--- config.mk ---
export PLATFORM = sky130hd
export DESIGN_NAME = ss_scan_decoder
export DESIGN_NICKNAME = d
export VERILOG_FILES = /design/src/rtl/ss_scan_decoder.sv
export SDC_FILE = /design/constraint.sdc
export NUM_CORES = 1
export LEC_CHECK = 0
export CAP_MARGIN = 0
export CORE_UTILIZATION = 60
export CTS_CLUSTER_DIAMETER = 60
export DETAILED_ROUTE_END_ITERATION = 10
export DONT_BUFFER_PORTS = 1
export GPL_TIMING_DRIVEN = 1
export PLACE_DENSITY_LB_ADDON = 0.05
export SYNTH_ARGS = -nofsm -noshare
export SYNTH_HDL_FRONTEND = slang
export SYNTH_SLANG_ARGS = --single-unit
export TNS_END_PERCENT = 20
--- constraint.sdc ---
create_clock -name clk -period 4.8 [get_ports clk]
set_clock_uncertainty 0.2 [all_clocks]
set_input_delay 0.48 -clock clk [delete_from_list [all_inputs] [get_ports clk]]
set_output_delay 0.48 -clock clk [all_outputs]
set_load 0.01 [all_outputs]
--- src/rtl/ss_scan_decoder.sv ---
// ss_scan_decoder: receive side of a scanned 8-digit 7-segment display bus.
// Synchronises the active-low select/segment bus, waits for it to settle,
// decodes the selected digit's segment pattern to a hex nibble and assembles
// the eight nibbles and decimal points into a 32-bit word.
module ss_scan_decoder #(
    parameter int SETTLE_CYCLES = 2
) (
    input  logic        clk,
    input  logic        rst,
    input  logic [7:0]  ss_value,
    input  logic [7:0]  ss_select,
    output logic [31:0] bcd,
    output logic [7:0]  dots,
    output logic [7:0]  digit_seen,
    output logic        frame_done,
    output logic        pattern_err,
    output logic        select_err
);
    localparam int CW = $clog2(SETTLE_CYCLES + 1);
    localparam logic [CW-1:0] SETTLE_C = CW'(SETTLE_CYCLES);

    // {select_n, dp_n, seg_n}; all-ones is the idle bus
    logic [15:0]   sync1_q, sync2_q, prev_q;
    logic [CW-1:0] cnt_q, cnt_d;
    logic          capture;

    logic [31:0] bcd_q, bcd_d;
    logic [7:0]  dots_q, dots_d;
    logic [7:0]  seen_q, seen_d, seen_merge;
    logic        frame_q, frame_d;
    logic        pat_err_q, pat_err_d;
    logic        sel_err_q, sel_err_d;

    logic [7:0]  sel;
    logic [6:0]  pat;
    logic        dp_lit;
    logic        one_hot;
    logic        nib_valid;
    logic [3:0]  nib;
    logic [7:0]  digit_wr;
    logic        valid_cap;

    // two-flop synchroniser plus a copy of the previous sample for change detection
    always_ff @(posedge clk or posedge rst) begin
        if (rst) begin
            sync1_q <= 16'hFFFF;
            sync2_q <= 16'hFFFF;
            prev_q  <= 16'hFFFF;
        end else begin
            sync1_q <= {ss_select, ss_value};
            sync2_q <= sync1_q;
            prev_q  <= sync2_q;
        end
    end

    // stability counter: restart at 1 on change, count up to SETTLE, strobe on arrival
    always_comb begin
        cnt_d   = cnt_q;
        capture = 1'b0;
        if (sync2_q != prev_q) begin
            cnt_d   = CW'(1);
            capture = (SETTLE_CYCLES == 1);
        end else if (cnt_q < SETTLE_C) begin
            cnt_d   = cnt_q + CW'(1);
            capture = ((cnt_q + CW'(1)) == SETTLE_C);
        end
    end

    // stability counter register
    always_ff @(posedge clk or posedge rst) begin
        if (rst) cnt_q <= '0;
        else     cnt_q <= cnt_d;
    end

    assign sel     = ~sync2_q[15:8];
    assign dp_lit  = ~sync2_q[7];
    assign pat     = ~sync2_q[6:0];
    assign one_hot = (sel != 8'h00) && ((sel & (sel - 8'd1)) == 8'h00);

    // segment pattern (gfedcba, active-high) to hex nibble
    always_comb begin
        nib_valid = 1'b1;
        nib       = 4'h0;
        case (pat)
            7'h3F: nib = 4'h0;
            7'h06: nib = 4'h1;
            7'h5B: nib = 4'h2;
            7'h4F: nib = 4'h3;
            7'h66: nib = 4'h4;
            7'h6D: nib = 4'h5;
            7'h7D: nib = 4'h6;
            7'h07: nib = 4'h7;
            7'h7F: nib = 4'h8;
            7'h6F: nib = 4'h9;
            7'h77: nib = 4'hA;
            7'h7C: nib = 4'hB;
            7'h39: nib = 4'hC;
            7'h5E: nib = 4'hD;
            7'h79: nib = 4'hE;
            7'h71: nib = 4'hF;
            default: nib_valid = 1'b0;
        endcase
    end

    assign valid_cap = capture && one_hot && nib_valid;

    // per-digit write enables and next nibble/dot
    generate
        for (genvar gi = 0; gi < 8; gi++) begin : g_digit
            assign digit_wr[gi]         = valid_cap && sel[gi];
            assign bcd_d[gi*4 +: 4]     = digit_wr[gi] ? nib : bcd_q[gi*4 +: 4];
            assign dots_d[gi]           = digit_wr[gi] ? dp_lit : dots_q[gi];
        end
    endgenerate

    // frame bookkeeping and error pulses
    always_comb begin
        seen_merge = seen_q | digit_wr;
        seen_d     = seen_merge;
        frame_d    = 1'b0;
        pat_err_d  = capture && one_hot && !nib_valid;
        sel_err_d  = capture && (sel != 8'h00) && !one_hot;
        if (valid_cap && (seen_merge == 8'hFF)) begin
            frame_d = 1'b1;
            seen_d  = 8'h00;
        end
    end

    // output registers
    always_ff @(posedge clk or posedge rst) begin
        if (rst) begin
            bcd_q     <= '0;
            dots_q    <= '0;
            seen_q    <= '0;
            frame_q   <= 1'b0;
            pat_err_q <= 1'b0;
            sel_err_q <= 1'b0;
        end else begin
            bcd_q     <= bcd_d;
            dots_q    <= dots_d;
            seen_q    <= seen_d;
            frame_q   <= frame_d;
            pat_err_q <= pat_err_d;
            sel_err_q <= sel_err_d;
        end
    end

    assign bcd         = bcd_q;
    assign dots        = dots_q;
    assign digit_seen  = seen_q;
    assign frame_done  = frame_q;
    assign pattern_err = pat_err_q;
    assign select_err  = sel_err_q;
endmodule

==> qor.txt, run 1 <==
Final Hold Viols = 0
Fmax = 310 MHz
DRC = 0
Hold Path End = sync2_q[0]
Most frequent cells in the layout = dfrtp_1, dfstp_2, mux2_4
First DRT Iteration DRCs = 193
NumNets Final = 320
Post-Synth Adder-Cell Area = 0.779%
Synth top area share = 31.8%
DP HPWL = 4600 um
CP endpoint kind = register
Syn_nets = 307
Power per cell area = 329 nW/um2
Drt pass-1 iters = 4
EDFF count, synth = 0
Worst Reg-to-Reg Cells = 6
Max Buffers Root-to-Sink = 2
Initial antenna violation count = 0
Post-DR wirelength/cell = 17.9 um
Final Wtd Congestion = 0.774
Seq/Total Area, Yosys = 62.0%
Slew margin rel. = 37.8%
Post_cts resized = 0
Post-Synth XOR/XNOR Area = 3.75%
Yosys top cell by area = dfrtp_1
RSZ-0062 raised after global routing = no
CTS sink cnt = 101
Post-synthesis mux area share = 12.9%
Unique masters post-synth = 51
Final Max Tran Viols = 0
Hold crit path type = reg -> reg
Total power = 1.49 mW
Core Region = 6760 um2
Simple-Gate Fraction of Synth Area = 9.17%
Hold_sp = sync1_q[0]
Leak Pwr = 2.04 nW
Die ar. = 7300 um2
Die H = 85.4 um
WP data arrival = 3.28 ns
CTS tree = built
Post-synthesis compound-gate area fraction = 6.62%
RR Endpoint = bcd[26]
Max-Cap Viols = 0
# diodes = 0
Outcome = finished clean
Root buf cell = clkbuf_8
Min-Delay Path Depth = 0
Actual slew at the worst max-slew pin = 0.933 ns
Worst-skew pair later-pin latency = 0.36 ns
First-pass GRT wire length = 11200 um
Post CTS Setup Buffer Count = 0
Setup TNS = 0 ns
Crit path time final = 3.22 ns
Area grow syn2layout = 8.21%
Detail Route Antenna Nets = 0
Top cells by area, synth = dfrtp_1, dfstp_2, mux2_4, xnor2_1, mux2i_1
Synth Area per Inst = 14.5 um2
Number of fill cells in the layout = 475
NetSw = 0.356 mW
Final setup viols = 0
Row cnt = 30
Port Buffers = 0
Part of the power in registers = 61.5%
Critical path class = reg -> reg
Layout cells sized above 1 = 34.6%
Worst setup SP type = register
Post-Synthesis Cells = 288
Required @ worst endpoint = 4.86 ns
Tcrit/Tclk final = 67.1%
Critical path fanouts, max = 17
Via Count = 2230
Gate power share = 4.8%
Clock share of power = 33.7%
Yosys warns = 0
Vias per std cell = 5.78
P_int = 1.13 mW
Mapped Area = 4180 um2
Largest net degree at the start of global routing = 76
Synth Flop Type = dfrtp_1
Grt total ovfl = 0
Post-synth ARST share = 100%
Top-Level Pins = 69
Commonest non-fill, non-tap cell in the layout = dfrtp_1
Critical R2R Launch = sync2_q[3]
Vias in the first global route = 2170
Largest vdd supply drop = 0.272 mV
Inserted Clock Buffers = 9
Sw Share = 24.0%
FF+latch count, synth = 101
Worst-path clk slew = 0.10 ns
Die X = 85.4 um
WL final = 6920 um
Initial core utilization = 61.8%
Total Routing Usage GR = 20.2%
Reg2reg setup slack = 1.58 ns
Main combinational cell family by area after synthesis = multiplexers
CTS H-Tree Depth = 3
layout make-up:
class	instances	area, um2	share of cell area, %
sequential	101	2590	57.3
multi-input combinational	150	1390	30.7
timing repair buffer	18	178	3.93
clock buffer	11	141	3.13
tap	80	100	2.22
inverter	21	81.3	1.80
clock inverter	5	41.3	0.914
cells in the mapped netlist (all sizes together) (3+ instances only):
cell type  instances
mux2i              9
xnor2             16
buf               14
inv               21
or4                7
nor2b              4
dfrtp             53
a21boi             7
nand2             10
nor4               3
dfstp             48
nand4              7
a32o               3
nor2               5
mux2              32
nand2b             3
a21oi              7
nand3              5
through the flow:
| step | setup WS [ns] | util (%) | instance area [um2] | cells | hold slack [ns] |
|---|---|---|---|---|---|
| CTS | 1.54 | 66.9 | 4520 | 386 | 0.152 |
| finish | 1.58 | 66.9 | 4520 | 386 | 0.152 |
| global placement | 1.66 | 61.6 | 4170 | 353 | 0.146 |
| detailed placement | 1.55 | 61.6 | 4170 | 353 | 0.147 |
| floorplan | 1.55 | - | 4180 | 288 | 0.145 |
| global route | 1.42 | 66.9 | 4520 | 386 | 0.154 |
worst max-delay path: stages (launching register included):
cell and delay, ns:
dfstp_2 0.73, nor3_1 0.15, nand4b_1 0.16, nand3_1 0.31, a2111oi_4 0.77, or4_1 0.46, mux2_4 0.34
power groups by stage:
stage | registers (mW) | logic (mW) | clock network, mW
after floorplan | 0.914 | 0.0594 | 0
after global placement | 0.928 | 0.0601 | 0
after detailed placement | 0.929 | 0.0609 | 0
after CTS | 0.914 | 0.0724 | 0.518
after global routing | 0.918 | 0.0792 | 0.553
final | 0.914 | 0.0710 | 0.501
registers in the layout, indices dropped and copies added, names as in the netlist:
register     flops
cnt_q            2
sync1_q         16
bcd             32
select_err       1
sync2_q         16
dots             8
frame_done       1
prev_q          16
digit_seen       8
pattern_err      1
cell families after synthesis:
kind of cell    after synthesis
simple gates                 56
xor+xnor                     17
mux                          41
flops                       101
compound gates               33
fa+ha+maj                     3
buf+inv                      37
per-layer routing:
layer	vias to the layer above	global-route usage [%]	part of all wire, %
li1	1025	-	-
met2	74	30.6	47
met1	1121	26.7	45
met5	-	0	0
met4	0	8.03	1.9
met3	10	7.00	6.8
timing repair:
item | in CTS | in global routing
hold buffers | 17 | 0
endpoints found under the hold margin | 27 | 0
endpoints found under the setup margin | 0 | 0
worst max-delay path by stage:
| stage | startpoint | endpoint | cells after the start |
|---|---|---|---|
| after floorplan | rst | bcd[0] | 1 |
| after global placement | sync2_q[3] | bcd[27] | 6 |
| after detailed placement | sync2_q[3] | bcd[24] | 6 |
| after CTS | sync2_q[3] | bcd[24] | 6 |
| after global routing | sync2_q[1] | bcd[24] | 6 |
| final | sync2_q[3] | bcd[26] | 6 |
No activity file was read; power rests on OpenSTA's default activity.
==> run 2: changes to the inputs <==
- CORE_UTILIZATION: 60 -> 56
- clock period: 4.8 -> 2.7 ns (I/O delays scaled with it)
==> qor.txt, run 2 (same netlist as run 1, synthesis figures left out) <==
Critical path fanouts, max = 10
WL final = 7510 um
Worst-skew pair later-pin latency = 0.35 ns
Core Region = 7210 um2
Port Buffers = 0
Final setup viols = 24
Area grow syn2layout = 19.0%
Post-route setup slack = -0.114 ns
Outcome = finished with violations
Total Routing Usage GR = 20.4%
First DRT Iteration DRCs = 119
CTS tree = built
# placed instances = 413
NumNets Final = 365
Die X = 88.3 um
Power per cell area = 535 nW/um2
# diodes = 0
Max reg flops = 32
Largest net degree at the start of global routing = 40
Layout cells sized above 1 = 44.2%
Post-Layout Cell Count = 450
Failing checks = setup timing
Die ar. = 7800 um2
Vias per std cell = 5.31
Final Wtd Congestion = 0.838
Post-DR wirelength/cell = 16.7 um
Detail Route Antenna Nets = 0
Worst-path clk slew = 0.10 ns
WP data arrival = 2.86 ns
Via Count = 2388
Vias in the first global route = 2360
Slew margin rel. = 49.2%
Worst setup SP type = register
Initial antenna violation count = 0
Actual slew at the worst max-slew pin = 0.762 ns
CTS sink cnt = 101
Drt pass-1 iters = 6
Top-Level Pins = 69
Required @ worst endpoint = 2.74 ns
Commonest non-fill, non-tap cell in the layout = dfrtp_1
CP endpoint kind = register
Row cnt = 31
Inserted Clock Buffers = 9
DP HPWL = 5340 um
Critical path class = reg -> reg
Hold crit path type = reg -> reg
First-pass GRT wire length = 11800 um
Die H = 88.3 um
Leak Pwr = 2.28 nW
DRC = 0
Final hold slack = 0.151 ns
RSZ-0062 raised after global routing = yes
Crit path time final = 2.81 ns
Max Buffers Root-to-Sink = 2
Final Hold Viols = 0
Max-Cap Viols = 0
Most frequent cells in the layout = dfrtp_1, dfstp_2, buf_4
Grt total ovfl = 0
Tcrit/Tclk final = 104%
Largest vdd supply drop = 0.425 mV
Final Max Tran Viols = 0
CTS H-Tree Depth = 3
Initial core utilization = 57.9%
Fmax = 355 MHz
Root buf cell = clkbuf_8
## run 2: changes by cell type in the layout (fill, tap and decap cells not counted), moves of 2 or more
cell,previous run,this run
buf_4,1,37
buf_6,0,6
inv_4,3,0
buf_12,0,2
clkinvlp_4,0,2
xnor2_1,15,13
xnor2_2,1,3
## run 2: final cells by class
| type | instances | area [um2] |
|---|---|---|
| Sequential cell | 101 | 2590 |
| Fill cell | 550 | 2250 |
| Multi-Input combinational cell | 150 | 1440 |
| Timing Repair Buffer | 63 | 561 |
| Clock buffer | 11 | 131 |
| Tap cell | 99 | 124 |
| Inverter | 21 | 82.6 |
| Clock inverter | 5 | 45.0 |
## run 2: worst paths after layout
check	depth (start not counted)	from	to	slack [ns]
setup / recovery	7	sync2_q[5]	bcd[17]	-0.11
hold / removal	0	sync1_q[4]	sync2_q[4]	0.15
setup reg to reg	7	sync2_q[5]	bcd[17]	-0.11
hold reg to reg	0	sync1_q[4]	sync2_q[4]	0.15
max in group asynchronous	3	rst	prev_q[7]	1.29
min in group asynchronous	2	rst	pattern_err	0.30
## run 2: critical path: stages (launching register included)
cell	delay, ns
dfstp_2	0.63
nand4_1	0.17
a2111oi_4	0.45
a2111oi_4	0.12
buf_12	0.16
or4_1	0.53
buf_6	0.16
mux2_4	0.29
## run 2: through the flow
| step | power [mW] | instance area, um2 | worst slack, ns | TNS [ns] | utilization, % |
|---|---|---|---|---|---|
| finish | 2.66 | 4970 | -0.114 | -2.19 | 68.9 |
| global route | 2.78 | 4970 | -0.172 | -4.89 | 68.9 |
| CTS | 2.69 | 4920 | -0.0567 | -1.08 | 68.2 |
| floorplan | 1.73 | 4180 | -0.170 | -4.18 | - |
| global placement | 1.80 | 4520 | -0.129 | -2.75 | 62.7 |
| detailed placement | 1.80 | 4520 | -0.130 | -2.89 | 62.7 |
## run 2: report_power, final
part	internal [mW]	leakage, nW	switching, mW
Clock	0.349	0.0860	0.509
Combinational	0.0920	0.951	0.103
Sequential	1.58	1.24	0.0279
## run 2: what timing repair did
item | in CTS | in global routing
hold buffers | 17 | 0
gates cloned | 0 | 0
hold endpoints to repair | 25 | 0
buffers inserted | 1 | 3
setup endpoints to repair | 34 | 44
pin swaps | 0 | 3
resized for setup | 9 | 5
## run 2: per-layer routing
metal,part of all wire (%),track usage (%)
met5,0,0
met4,1.4,6.01
met3,5.9,6.53
met2,47,31.3
met1,46,27.9
==> RTL edit: new RTL, config.mk and constraints of run 2 <==
The parameter `SETTLE_CYCLES` goes from 2 to 1.
--- a/src/rtl/ss_scan_decoder.sv
+++ b/src/rtl/ss_scan_decoder.sv
@@ -3,7 +3,7 @@
 // decodes the selected digit's segment pattern to a hex nibble and assembles
 // the eight nibbles and decimal points into a 32-bit word.
 module ss_scan_decoder #(
-    parameter int SETTLE_CYCLES = 2
+    parameter int SETTLE_CYCLES = 1
 ) (
     input  logic        clk,
     input  logic        rst,
Formal check against the unedited RTL: not equivalent (Yosys sat finds a counterexample within 4 cycles, from zero or initial values and one cycle with rst high).
==> RTL edit against run 2 <==
  * The flow still finishes with violations (negative setup slack)
  * Sequential power is 2% higher
  * Count of clock-buffer cells in the layout down 1
  * First-iteration DRC count decreased by 48%
  * Synthesized area down 2.7%
  * Worst setup slack better by 0.081 ns
  * Sequential cell count decreased by 1
  * Routed wire length grew 4.6%
  * Cell area is 1.3% lower
  * Critical path type unchanged
  * Total power increased by 8.3%
==> RTL edit: results (changes against run 2) <==
Outcome
  • Status: finished, violations left
  • Failing checks: negative setup slack

Logic synthesis
  • Syn Nets: 293 (-4.6%)
  • Synth cell types: 53 (+3.9%)
  • Mean Syn Cell Area: 14.8 µm² (+1.9%)
  • Seq/Total Area, Yosys: 63.1% (+1.1 points)
  • Commonest cells post-synth: 52 x dfrtp_1, 48 x dfstp_2, 32 x mux2_1
  • Largest cells by area after synthesis: dfrtp_1 32%, dfstp_2 31%, mux2_1 8.9%
  • Main synth FF type: dfrtp_1

Placed design
  • Cell Area, Placed: 4340 µm² (-4.0%)
  • Hpwl dp: 4910 µm (-8.1%)
  • Dpl cells: 385 (-6.8%)
  • Routability cong.: 0.825 (-1.6%)
  • Dpl ws: -0.114 ns (+0.0160 ns)

Power
  • Switching power: 0.715 mW (+12%)
  • Leakage power: 2.22 nW (-2.4%)
  • VDD IR max: 507 µV (+19%)
  • Clk. pwr: 1.02 mW (+19%)
  • Internal: 2.16 mW (+7.2%)

Setup path
  • Slowest Stage Delay on Critical Path: 0.55 ns (-0.08 ns)
  • Crit path capture: bcd[22]
  • CP Max Fanout: 6 (-4)
  • Critical Path AT: 2.79 ns (-0.07 ns)
  • R2R Setup Slk: -0.03 ns (+0.08 ns)
  • Critical path origin: sync2_q[11]

Timing
  • Relative slew slack: 54.3% (+5.1 points)
  • Worst path setup slack after routing: -0.0329 ns (+0.0810 ns)
  • Setup violations, final: 14 (-42%)
  • Setup TNS: -0.225 ns (+1.97 ns)
  • Worst hold slack: 0.151 ns (+0.000546 ns)

Routing
  • First-iteration detailed-routing DRC count: 62 (-48%)
  • Drt total wl: 7860 µm (+4.6%)
  • Total number of vias: 2380 (-0.34%)
  • Top Layer Used: met4
  • Met2 wire length: 3850 µm (+10%)
  • First-pass DRT Iterations: 4 (-2)

Global route
  • Pin count of the biggest net entering global routing: 101 (+150%)
  • Met3 global-route usage: 7.77% (+1.2 points)
  • Met2 Use GR: 34.7% (+3.4 points)
  • Tot GR Track Use: 22.8% (+2.4 points)
  • Met1 Track Usage GR: 31.2% (+3.3 points)

Clocking
  • H-tree depth: 3 (unchanged)
  • Clk_lat worst skew: 0.37 ns (+0.02 ns)

Final layout
  • Fraction of layout cells with a size suffix above 1: 40.8% (-3.3 points)
  • # diodes: 0 (unchanged)
  • Non-Filler Instances: 429 (-4.7%)

Worst hold path
  • Hold Path Origin: sync1_q[2]
  • Hold EP: sync2_q[2]
RTL edit: timing repair:
action                     in CTS  in global routing
buffers inserted                4                  6
hold endpoints to repair       68                  0
pin swaps                       6                  3
setup endpoints to repair      40                 43
hold buffers                   17                  0
gates resized for setup        10                  2
gates cloned                    1                  0
RTL edit: area by class of cell:
type / instances / share of cell area [%]
Sequential cell: 100 / 52.3
Tap cell: 96 / 2.45
Multi-Input combinational cell: 149 / 28.4
Clock buffer: 10 / 2.81
Clock inverter: 6 / 1.58
Inverter: 13 / 1.07
Timing Repair Buffer: 55 / 11.4
RTL edit: cell families (layout without fill, tap and decap cells):
family          count (synthesis)  in the layout  share of synthesized area, %
compound gates                 28             28                          6.22
xor+xnor                       17             17                          3.66
fa+ha+maj                       1              1                         0.246
buf+inv                        26             84                          3.94
flops                         100            100                          63.1
mux                            41             41                          11.1
other cells                     1              1                        0.0923
simple gates                   61             61                          11.7
